<file path="src/rtl/mean_pkg.sv">
// rtl/mean_pkg.sv - shared widths and sample type for the window loader and mean_value averager.
package mean_pkg;
  localparam int DATA_W  = 16;
  localparam int WIN_LEN = 8;

  typedef logic [DATA_W-1:0] sample_t;
endpackage

</file>
<file path="src/rtl/sample_window_loader_if.sv">
// rtl/sample_window_loader_if.sv - sample stream in, parallel window out, both valid/ready.
interface sample_window_loader_if #(
  parameter int DATA_W = mean_pkg::DATA_W
);
  logic [DATA_W-1:0] in_data;
  logic              in_valid;
  logic              in_ready;
  logic [DATA_W-1:0] x0, x1, x2, x3, x4, x5, x6, x7;
  logic              win_valid;
  logic              win_ready;

  modport master (
    output in_data, in_valid, win_ready,
    input  in_ready, x0, x1, x2, x3, x4, x5, x6, x7, win_valid
  );

  modport slave (
    input  in_data, in_valid, win_ready,
    output in_ready, x0, x1, x2, x3, x4, x5, x6, x7, win_valid
  );
endinterface

</file>
<file path="src/rtl/window_shift_reg.sv">
// rtl/window_shift_reg.sv - 8-deep sample shift register with saturating fill counter.
module window_shift_reg #(
  parameter int WIDTH = mean_pkg::DATA_W
) (
  input  logic                               clk,
  input  logic                               rst_n,
  input  logic                               flush,
  input  logic                               shift_en,
  input  logic [WIDTH-1:0]                   shift_in,
  output logic [mean_pkg::WIN_LEN*WIDTH-1:0] sr_next,
  output logic [3:0]                         cnt
);
  localparam int WL = mean_pkg::WIN_LEN;

  // Entry 0 sits in the low word; a shift drops it and appends the new sample on top.
  logic [WL*WIDTH-1:0] sr;

  assign sr_next = (sr >> WIDTH) | {shift_in, {((WL-1)*WIDTH){1'b0}}};

  always_ff @(posedge clk or negedge rst_n) begin
    if (!rst_n) begin
      sr  <= '0;
      cnt <= '0;
    end else if (flush) begin
      cnt <= '0;
    end else if (shift_en) begin
      sr <= sr_next;
      if (cnt != 4'(WL)) cnt <= cnt + 4'd1;
    end
  end
endmodule

</file>
<file path="src/rtl/sample_window_loader.sv">
// rtl/sample_window_loader.sv - collects serial samples into 8-word windows with hop control.
module sample_window_loader #(
  parameter int DATA_W = mean_pkg::DATA_W,
  parameter int HOP    = 8
) (
  input  logic                         clk,
  input  logic                         rst_n,
  input  logic                         flush,
  sample_window_loader_if.slave        bus,
  output logic [15:0]                  win_count
);
  localparam int WL = mean_pkg::WIN_LEN;

  logic [WL*DATA_W-1:0] sr_next;
  logic [WL*DATA_W-1:0] win;
  logic [3:0]           cnt;
  logic [2:0]           hop;
  logic                 due_next;
  logic                 accept;
  logic                 load;
  logic                 win_valid;

  window_shift_reg #(.WIDTH(DATA_W)) u_shift (
    .clk      (clk),
    .rst_n    (rst_n),
    .flush    (flush),
    .shift_en (accept),
    .shift_in (bus.in_data),
    .sr_next  (sr_next),
    .cnt      (cnt)
  );

  // Only the sample that would create the next window is held back by a pending window.
  assign due_next     = (cnt == 4'(WL-1)) || ((cnt == 4'(WL)) && (hop == 3'(HOP-1)));
  assign bus.in_ready = !flush && !(due_next && win_valid && !bus.win_ready);
  assign accept       = bus.in_valid && bus.in_ready;
  assign load         = accept && due_next;

  always_ff @(posedge clk or negedge rst_n) begin
    if (!rst_n) begin
      hop <= '0;
    end else if (flush) begin
      hop <= '0;
    end else if (accept) begin
      if (due_next)             hop <= '0;
      else if (cnt == 4'(WL))   hop <= hop + 3'd1;
    end
  end

  always_ff @(posedge clk or negedge rst_n) begin
    if (!rst_n) begin
      win       <= '0;
      win_valid <= 1'b0;
      win_count <= '0;
    end else if (load) begin
      win       <= sr_next;
      win_valid <= 1'b1;
      win_count <= win_count + 16'd1;
    end else if (win_valid && bus.win_ready) begin
      win_valid <= 1'b0;
    end
  end

  assign bus.win_valid = win_valid;
  assign bus.x0 = win[0*DATA_W +: DATA_W];
  assign bus.x1 = win[1*DATA_W +: DATA_W];
  assign bus.x2 = win[2*DATA_W +: DATA_W];
  assign bus.x3 = win[3*DATA_W +: DATA_W];
  assign bus.x4 = win[4*DATA_W +: DATA_W];
  assign bus.x5 = win[5*DATA_W +: DATA_W];
  assign bus.x6 = win[6*DATA_W +: DATA_W];
  assign bus.x7 = win[7*DATA_W +: DATA_W];
endmodule
</file>
<file path="src/flat_wrapper.sv">
// flat-port wrapper written by rule: the top's interface ports become plain ports
module sample_window_loader_flat 
#(
  parameter int DATA_W = mean_pkg::DATA_W,
  parameter int HOP    = 8
)
  (clk, rst_n, flush, win_count, bus_in_data, bus_in_valid, bus_win_ready, bus_in_ready, bus_x0, bus_x1, bus_x2, bus_x3, bus_x4, bus_x5, bus_x6, bus_x7, bus_win_valid);
  sample_window_loader_if #(.DATA_W(DATA_W)) bus_i ();
  input  logic clk;
  input  logic rst_n;
  input  logic flush;
  output logic [15:0] win_count;
  input wire logic [$bits(bus_i.in_data)-1:0] bus_in_data;
  input wire logic [$bits(bus_i.in_valid)-1:0] bus_in_valid;
  input wire logic [$bits(bus_i.win_ready)-1:0] bus_win_ready;
  output wire logic [$bits(bus_i.in_ready)-1:0] bus_in_ready;
  output wire logic [$bits(bus_i.x0)-1:0] bus_x0;
  output wire logic [$bits(bus_i.x1)-1:0] bus_x1;
  output wire logic [$bits(bus_i.x2)-1:0] bus_x2;
  output wire logic [$bits(bus_i.x3)-1:0] bus_x3;
  output wire logic [$bits(bus_i.x4)-1:0] bus_x4;
  output wire logic [$bits(bus_i.x5)-1:0] bus_x5;
  output wire logic [$bits(bus_i.x6)-1:0] bus_x6;
  output wire logic [$bits(bus_i.x7)-1:0] bus_x7;
  output wire logic [$bits(bus_i.win_valid)-1:0] bus_win_valid;
  assign bus_i.in_data = bus_in_data;
  assign bus_i.in_valid = bus_in_valid;
  assign bus_i.win_ready = bus_win_ready;
  assign bus_in_ready = bus_i.in_ready;
  assign bus_x0 = bus_i.x0;
  assign bus_x1 = bus_i.x1;
  assign bus_x2 = bus_i.x2;
  assign bus_x3 = bus_i.x3;
  assign bus_x4 = bus_i.x4;
  assign bus_x5 = bus_i.x5;
  assign bus_x6 = bus_i.x6;
  assign bus_x7 = bus_i.x7;
  assign bus_win_valid = bus_i.win_valid;
  sample_window_loader #(.DATA_W(DATA_W), .HOP(HOP)) u_core (.clk(clk), .rst_n(rst_n), .flush(flush), .bus(bus_i), .win_count(win_count));
endmodule
</file>
<file path="config.mk">
export PLATFORM = sky130hd
export DESIGN_NAME = sample_window_loader_flat
export DESIGN_NICKNAME = d
export VERILOG_FILES = /design/src/rtl/mean_pkg.sv /design/src/rtl/sample_window_loader_if.sv /design/src/rtl/window_shift_reg.sv /design/src/rtl/sample_window_loader.sv /design/src/flat_wrapper.sv
export SDC_FILE = /design/constraint.sdc
export NUM_CORES = 1
export LEC_CHECK = 0
export ABC_AREA = 1
export CAP_MARGIN = 15
export CORE_MARGIN = 2
export CORE_UTILIZATION = 55
export DETAILED_ROUTE_END_ITERATION = 7
export PLACE_DENSITY = 0.82
export SLEW_MARGIN = 0
export SYNTH_ARGS = -nofsm -noshare
export SYNTH_HDL_FRONTEND = slang
export SYNTH_HIERARCHICAL = 1
export SYNTH_SLANG_ARGS = --single-unit
</file>
<file path="constraint.sdc">
create_clock -name clk -period 4.4 [get_ports clk]
set_input_delay 0.44 -clock clk [delete_from_list [all_inputs] [get_ports clk]]
set_output_delay 0.44 -clock clk [all_outputs]
set_load 0.01 [all_outputs]
</file>
== Word level (Yosys, flattened, before mapping) ==
Cells that the tools add are included.

* Output and inout bits: 146
* Bits in registers: 280

* Multiplexer cells: 9
* Equality and inequality tests: 4
* Bitwise gates (word level): 2
* $add $sub $neg: 3
* Reductions and logical operators: 18

{| class="wikitable"
|+ Operator list
! cell !! number
|-
| $or 112x128->128 || 1
|-
| $add 16x1->16 const B || 1
|-
| $mux 3 || 4
|-
| $mux 4 || 3
|-
| $logic_and 1x1->1 || 7
|-
| $reduce_and 2->1 || 3
|-
| $reduce_bool 2->1 || 3
|-
| $add 4x1->4 const B || 1
|-
| $eq 4x3->1 const B || 1
|-
| $eq 4x4->1 const B || 1
|-
| $ne 4x4->1 const B || 1
|-
| $add 3x1->3 const B || 1
|-
| $eq 3x3->1 const B || 1
|-
| $logic_not 1->1 || 3
|-
| $reduce_bool 3->1 || 1
|-
| $mux 1 || 2
|-
| $logic_or 1x1->1 || 1
|-
| $not 1->1 || 1
|}

== Longest topological paths before layout ==
Gate-level depths: netlist (run 1).

* Depth after elaboration: 10
* Gate-level depth with buffers: 13

== Modules after synthesis ==
The synthesis (run 1) kept the hierarchy.

{| class="wikitable"
|+ Modules (own cells, without submodules)
! module !! cells an instance !! times used !! area an instance (um^2) !! sequential area each (um^2)
|-
| sample_window_loader || 700 || 1 || 6015.8 || 3703.6
|-
| window_shift_reg || 494 || 1 || 4535.6 || 2902.8
|}

== Worst setup path before layout (run 1) ==
Ideal clock, no wire load.

* Path kind: reg2reg
* Start: register u_core.hop[0]
* End: register u_core.u_shift.sr[16]
* Buffers on the path: 2
* Setup slack: 2.495 ns
* Cell stages (with the launch flop): 14
* Period minus slack after synthesis: 1.905 ns
* Library setup time: 0.130 ns
* Arrival time: 1.775 ns
* Required time: 4.270 ns
* Path through: dfrtp_1 > ha_1 > ha_1 > nand3_1 > nand2_2 > nand2_1 > and3_1 > inv_1 > nor2_4 > inv_2 > buf_6 > buf_2 > nand2_1 > o21ai_0

* Word-level cells in the longest chain between the ends: 9

{| class="wikitable"
|+ Ends and longest elaborated chain
! item !! RTL line !! text
|-
| start, declared || sample_window_loader.sv:17 || <nowiki>logic [2:0] hop;</nowiki>
|-
| start signal, assigned || sample_window_loader.sv:46 || <nowiki>else if (cnt == 4'(WL)) hop <= hop + 3'd1;</nowiki>
|-
| $eq 3x3->1 || sample_window_loader.sv:34 || <nowiki>assign due_next = (cnt == 4'(WL-1)) || ((cnt == 4'(WL)) && (hop == 3'(HOP-1)));</nowiki>
|-
| $logic_and 1x1->1 || sample_window_loader.sv:34 ||
|-
| $logic_or 1x1->1 || sample_window_loader.sv:34 ||
|-
| $logic_and 1x1->1 (2 in series) || sample_window_loader.sv:35 || <nowiki>assign bus.in_ready = !flush && !(due_next && win_valid && !bus.win_ready);</nowiki>
|-
| $logic_not 1->1 || sample_window_loader.sv:35 ||
|-
| $logic_and 1x1->1 || sample_window_loader.sv:35 ||
|-
| $logic_and 1x1->1 || sample_window_loader.sv:36 || <nowiki>assign accept = bus.in_valid && bus.in_ready;</nowiki>
|-
| net u_core.accept || sample_window_loader.sv:19 || <nowiki>logic accept;</nowiki>
|-
| $reduce_and 2->1 (no line) || n/a ||
|-
| end signal, assigned || window_shift_reg.sv:27 || <nowiki>sr <= sr_next;</nowiki>
|-
| end, declared || window_shift_reg.sv:16 || <nowiki>logic [WL*WIDTH-1:0] sr;</nowiki>
|}

The timed path passes the listed nets, and every way through them passes these cells.
A chain may end at the register's enable or synchronous reset.

== Final worst setup path (run 1) ==
* Start: register u_core.hop[0]
* End: register u_core.u_shift.sr[82]

The elaborated chain is that of the path after synthesis.

==> results of run 1 <==
[cell usage after synthesis, drive strengths merged]
| cell | n | area share |
|---|---|---|
| and3 | 1 | 0.00059 |
| xor2 | 2 | 0.0017 |
| nand3 | 20 | 0.0095 |
| dfrtp | 264 | 0.63 |
| clkbuf | 5 | 0.0018 |
| nand2 | 667 | 0.24 |
| ha | 5 | 0.0059 |
| buf | 66 | 0.042 |
| o21ai | 69 | 0.033 |
| nand4 | 11 | 0.0071 |
| nor3 | 1 | 0.00047 |
| a21oi | 1 | 0.00047 |
| nor2 | 20 | 0.0081 |
| xnor2 | 9 | 0.0075 |
| inv | 53 | 0.019 |
[through the flow]
step           hold WS, ns  setup slack, ns
2_1_floorplan        0.144             2.50
3_3_place_gp         0.445             1.41
3_5_place_dp         0.453             1.33
4_1_cts              0.465             1.53
5_1_grt              0.468             1.33
6_report             0.467             1.51
[area by class of cell]
cell class / instances / area (sq um)
clock buffers: 38 / 777
fillers: 1430 / 5730
flip-flops and latches: 264 / 6610
repair buffers: 174 / 1750
inverters: 53 / 203
clock inverters: 10 / 106
well taps: 234 / 293
multi-input cells: 806 / 3300
[worst max-delay path, stage by stage, from the launching register on]
cell	delay (ns)
dfrtp_1	0.41
ha_1	0.21
ha_1	0.18
nand3_1	0.09
nand2_2	0.11
nand2_1	0.10
and3_1	0.17
inv_1	0.08
nor2_4	0.10
buf_4	0.83
nand2_1	0.30
nand2_1	0.16
[flip-flops by register name, summed over array words and instances, names as in the netlist]
signal                count
u_core/u_shift/cnt        4
u_core/hop                3
u_core/win              128
u_core/win_count         16
u_core/bus.win_valid      1
u_core/u_shift/sr       112
[metal layers]
| metal | track usage | up-vias |
|---|---|---|
| li1 | - | 3898 |
| met2 | 0.406 | 274 |
| met4 | 0.0568 | 0 |
| met1 | 0.336 | 3911 |
| met3 | 0.0481 | 33 |
| met5 | 0 | - |
[kinds of logic (layout without fill, tap and decap cells)]
group | Yosys count | after routing
XOR/XNOR | 11 | 11
AND/OR/NAND/NOR | 720 | 720
AO/OA/AOI/OAI | 70 | 70
flip-flops | 264 | 264
buffers and inverters | 124 | 275
adder cells (fa/ha/maj) | 5 | 5
[where the power goes]
| part | switching (mW) | leakage (nW) | total [mW] | internal (mW) |
|---|---|---|---|---|
| logic | 0.227 | 2.75 | 0.361 | 0.135 |
| registers | 0.193 | 3.57 | 2.86 | 2.66 |
| clock network | 0.922 | 0.438 | 2.27 | 1.34 |
| total | 1.34 | 6.75 | 5.48 | 4.14 |
[final timing paths]
kind,start,cells past startpoint,endpoint
setup / recovery,u_core/hop[0]$_DFFE_PN0P_,11,u_core/u_shift/sr[82]$_DFFE_PN0P_
hold / removal,u_core/u_shift/sr[122]$_DFFE_PN0P_,2,u_core/win[106]$_DFFE_PN0P_
setup reg to reg,u_core/hop[0]$_DFFE_PN0P_,11,u_core/u_shift/sr[82]$_DFFE_PN0P_
hold reg to reg,u_core/u_shift/sr[122]$_DFFE_PN0P_,2,u_core/win[106]$_DFFE_PN0P_
max in group asynchronous,rst_n,3,u_core/win_count[7]$_DFFE_PN0P_
min in group asynchronous,rst_n,2,u_core/win[2]$_DFFE_PN0P_
==> results_dict.tcl, run 1 <==
set metrics [dict create \
    hold_buffers 1 \
    grt_pass1_wl_mm 39.8 \
    post-route-period-util 0.658 \
    drt-initial-drc-count 659 \
    status "completed" \
    drt_pass1_iterations 5 \
    synth_top_family_by_area "simple AND/OR/NAND/NOR gates" \
    synthesis.nets 1220 \
    hold_class "flip-flop to flip-flop" \
    grt_max_degree 115 \
    core.rowCount 50 \
    area_growth_pct 23.5 \
    grt_usage 0.244 \
    wl_met3_mm 1.66 \
    final_cell_mix "666 x nand2_1, 264 x dfrtp_1, 165 x clkdlybuf4s50_1, 61 x o21ai_0, 51 x inv_1" \
    diodes 0 \
    synth_cells 1194 \
    root_buffer "clkbuf_16" \
    die_width_um 143 \
    endpoint_kind "flip-flop" \
    syn_area_sq_mm 0.0106 \
    synth_xor_area_frac 0.00913 \
    clock-sinks 264 \
    post-route-min-period_ns 2.89 \
    met1_length_mm 10.4 \
    relSlewSlack 0.253 \
    cts_tree "yes" \
    hpwlAfterDp_mm 15.3 \
    finish.net_count 1352 \
    final_common_cell "nand2_1" \
    antenna_found_initial 0 \
    maxClockFrequency_mhz 346 \
    slew_violations 0 \
    syn_avg_cell_area_sq_um 8.84 \
    ys_types 23 \
    gp_congestion 0.854 \
    setup_viol 0 \
    wirelength_mm 24.5 \
    synth_compound_area_frac 0.0332 \
    clkSlewWorstSetupHoldPaths_ns 0.06 \
    port_buffers 166 \
    cts_made_buffers 27 \
    yosys.area_share.adder 0.00593 \
    cts_resized 0 \
    start_util 0.562 \
    drc 0 \
    critPathMaxFanout 114 \
    reg2reg_setup_slack_ns 1.51 \
    p_leak_nw 6.75 \
    top_layer "met4" \
    fp.dieH_um 143 \
    vdd_drop_max_mv 0.325 \
    maxCapViolations 0 \
    clock_latency_ns 0.53 \
    yosysSeqAreaShare 0.626 \
    core_area_sq_mm 0.0188 \
    final_antenna_net_count 0 \
    start_kind "flip-flop" \
    post_cts_buffers 0 \
    path_class "flip-flop to flip-flop" \
    gr-total-overflow 0 \
    grt_setup_unrepaired "false" \
    hold_viol 0 \
    tightest_slew_ns 1.12 \
    die_area_sq_mm 0.0203 \
    dp_cells 1530 \
    met2_length_mm 12.0 \
    fin_skew_ns 0.0114 \
    wl_per_cell_um 15.5 \
    drive_gt1_frac 0.0424 \
    ys_seq_elements 264 \
    synthSimpleGateAreaFrac 0.263 \
    placed_area_sq_mm 0.0121 \
    cp_data_arrival_time_ns 3.35 \
    htree_num_levels 1 \
    powerDensity_mw_per_mm2 421 \
    ys_warn_count 6 \
    final_area_sq_mm 0.0130 \
    critPathRequiredTime_ns 4.85 \
    p_total_mw 5.48 \
    via_count 8116 \
    tns_ns 0 \
    grt_pass1_vias 7831 \
    synthMuxAreaShare 0 \
    cts_max_path_buffers 3 \
    ioPinCount 167 \
    fin_util 0.695 \
    viasPerCell 5.14 \
    instances_no_fill 1579 \
]
Note: power is estimated with default switching activity, not from simulation.
==> run 2: changes to the inputs <==
Settings changed: CORE_UTILIZATION 55 to 48, PLACE_DENSITY 0.82 to 0.75.
Clock period 4.4 ns to 2.6 ns, I/O delays scaled along.
==> results_dict.tcl, run 2 (same netlist as run 1, synthesis figures left out) <==
set metrics [dict create \
    status "completed" \
    timing.rr.end "u_core/u_shift/sr[38]$_DFFE_PN0P_" \
    die_width_um 152 \
    detailedPlace.worstSlack_ns 0.296 \
    p_leak_nw 6.85 \
    grt_pass1_wl_mm 40.6 \
    fin_skew_ns 0.0172 \
    rr_worst_depth 11 \
    path_class "flip-flop to flip-flop" \
    finish.net_count 1363 \
    setup_viol 0 \
    setup_ws_ns 0.205 \
    vdd_drop_max_mv 0.471 \
    via_count 8070 \
    endpoint_kind "flip-flop" \
    path_cells "ha_1, ha_1, nand3_1, nand2_2, nand2_1, and3_1, inv_1, nor2_4, buf_12, nand2_1, o21ai_0" \
    root_buffer "clkbuf_16" \
    fp.dieH_um 152 \
    reg2reg_setup_slack_ns 0.20 \
    diodes 0 \
    start_util 0.487 \
    cts_max_path_buffers 3 \
    area_growth_pct 26.0 \
    wl_per_cell_um 14.8 \
    hpwlAfterDp_mm 15.6 \
    post-route-min-period_ns 2.40 \
    critPathMaxFanout 114 \
    final_common_cell "nand2_1" \
    hold_path_end "u_core/win[127]$_DFFE_PN0P_" \
    final_cell_mix "666 x nand2_1, 264 x dfrtp_1, 164 x clkdlybuf4s50_1, 61 x o21ai_0, 51 x inv_1" \
    largest-register "u_core/win" \
    cts_tree "yes" \
    hold_class "input pin to flip-flop" \
    core.rowCount 54 \
    critPathRequiredTime_ns 3.04 \
    relSlewSlack 0.559 \
    start_kind "flip-flop" \
    p_total_mw 9.33 \
    clock_latency_ns 0.52 \
    slew_violations 0 \
    wirelength_mm 24.3 \
    cp_slowest_cell "dfrtp_1" \
    multi_input_area_sq_mm 0.00331 \
    drt-initial-drc-count 624 \
    ioPinCount 167 \
    largest_register_ffs 128 \
    grt_pass1_vias 7873 \
    tightest_slew_ns 0.661 \
    tns_ns 0 \
    final_antenna_net_count 0 \
    grt_max_degree 147 \
    antenna_found_initial 0 \
    powerDensity_mw_per_mm2 702 \
    post-route-period-util 0.921 \
    maxClockFrequency_mhz 417 \
    grt_usage 0.210 \
    htree_num_levels 1 \
    hold_viol 0 \
    r2r_start "u_core/hop[0]$_DFFE_PN0P_" \
    drive_gt1_frac 0.0524 \
    die_area_sq_mm 0.0232 \
    drt_pass1_iterations 5 \
    seqCellArea_sq_mm 0.00661 \
    fillers 1807 \
    cts_made_buffers 27 \
    min-delay-start "bus_in_data[15]" \
    drc 0 \
    hold_path_depth 3 \
    reg_top3 "u_core/win: 128 flops, u_core/u_shift/sr: 112 flops, u_core/win_count: 16 flops" \
    port_buffers 166 \
    maxCapViolations 0 \
    core_area_sq_mm 0.0217 \
    clock-sinks 264 \
    cp_data_arrival_time_ns 2.83 \
    gr-total-overflow 0 \
    grt_setup_unrepaired "false" \
    cp_slowest_stage_delay_ns 0.40 \
    viasPerCell 4.93 \
    clkSlewWorstSetupHoldPaths_ns 0.06 \
    gp_congestion 0.796 \
]
## run 2: worst max-delay path by stage
stage | from | end | cells after the start
floorplan | u_core/hop[0]$_DFFE_PN0P_ | u_core/u_shift/sr[16]$_DFFE_PN0P_ | 13
global placement | u_core/hop[0]$_DFFE_PN0P_ | u_core/u_shift/sr[29]$_DFFE_PN0P_ | 12
detailed placement | u_core/hop[0]$_DFFE_PN0P_ | u_core/u_shift/sr[31]$_DFFE_PN0P_ | 12
CTS | u_core/hop[0]$_DFFE_PN0P_ | bus_in_ready | 6
global route | u_core/hop[0]$_DFFE_PN0P_ | u_core/u_shift/sr[44]$_DFFE_PN0P_ | 11
finish | u_core/hop[0]$_DFFE_PN0P_ | u_core/u_shift/sr[38]$_DFFE_PN0P_ | 11
## run 2: power by group
part / switching [mW] / internal, mW
logic: 0.378 / 0.247
registers: 0.332 / 4.51
clock network: 1.57 / 2.30
total: 2.28 / 7.05
## run 2: through the flow
| stage | instance area (sq um) | cells | utilization | hold slack, ns |
|---|---|---|---|---|
| floorplan | 10600 | 1194 | - | -0.0356 |
| global placement | 12400 | 1587 | 0.570 | 0.312 |
| detailed placement | 12400 | 1587 | 0.570 | 0.314 |
| CTS | 13300 | 1636 | 0.613 | 0.282 |
| global route | 13300 | 1636 | 0.613 | 0.306 |
| finish | 13300 | 1636 | 0.613 | 0.303 |
## run 2: cell type report
| type | instances | area share |
|---|---|---|
| Clock buffer | 37 | 0.0589 |
| Sequential cell | 264 | 0.497 |
| Clock inverter | 11 | 0.00866 |
| Timing Repair Buffer | 185 | 0.145 |
| Inverter | 53 | 0.0153 |
| Tap cell | 280 | 0.0264 |
| Multi-Input combinational cell | 806 | 0.249 |
## run 2: critical path: cells and delay by family, from the launching register on
kind            cells  cell delay [ns]
compound gates      1             0.12
fa+ha+maj           2             0.39
simple gates        6             0.85
flops               1             0.40
buf+inv             2             0.46
## run 2: layer usage
metal,vias to the layer above,global-route usage,routed length (um)
li1,3930,-,-
met1,3851,0.296,10600
met2,244,0.340,11600
met3,45,0.0364,1450
met4,0,0.0570,613
met5,-,0,0
## run 2: repair_timing
item,in CTS,in global routing
endpoints found under the setup margin,1,2
gates resized for setup,2,2
hold buffers,1,0
setup buffers,0,0
hold endpoints to repair,79,0
==> run 3: changes to the inputs <==
Settings changed: ABC_CLOCK_PERIOD_IN_PS set to 2600.
==> results of run 3 <==
Final layout, timing and power as in run 2 (identical DEF).
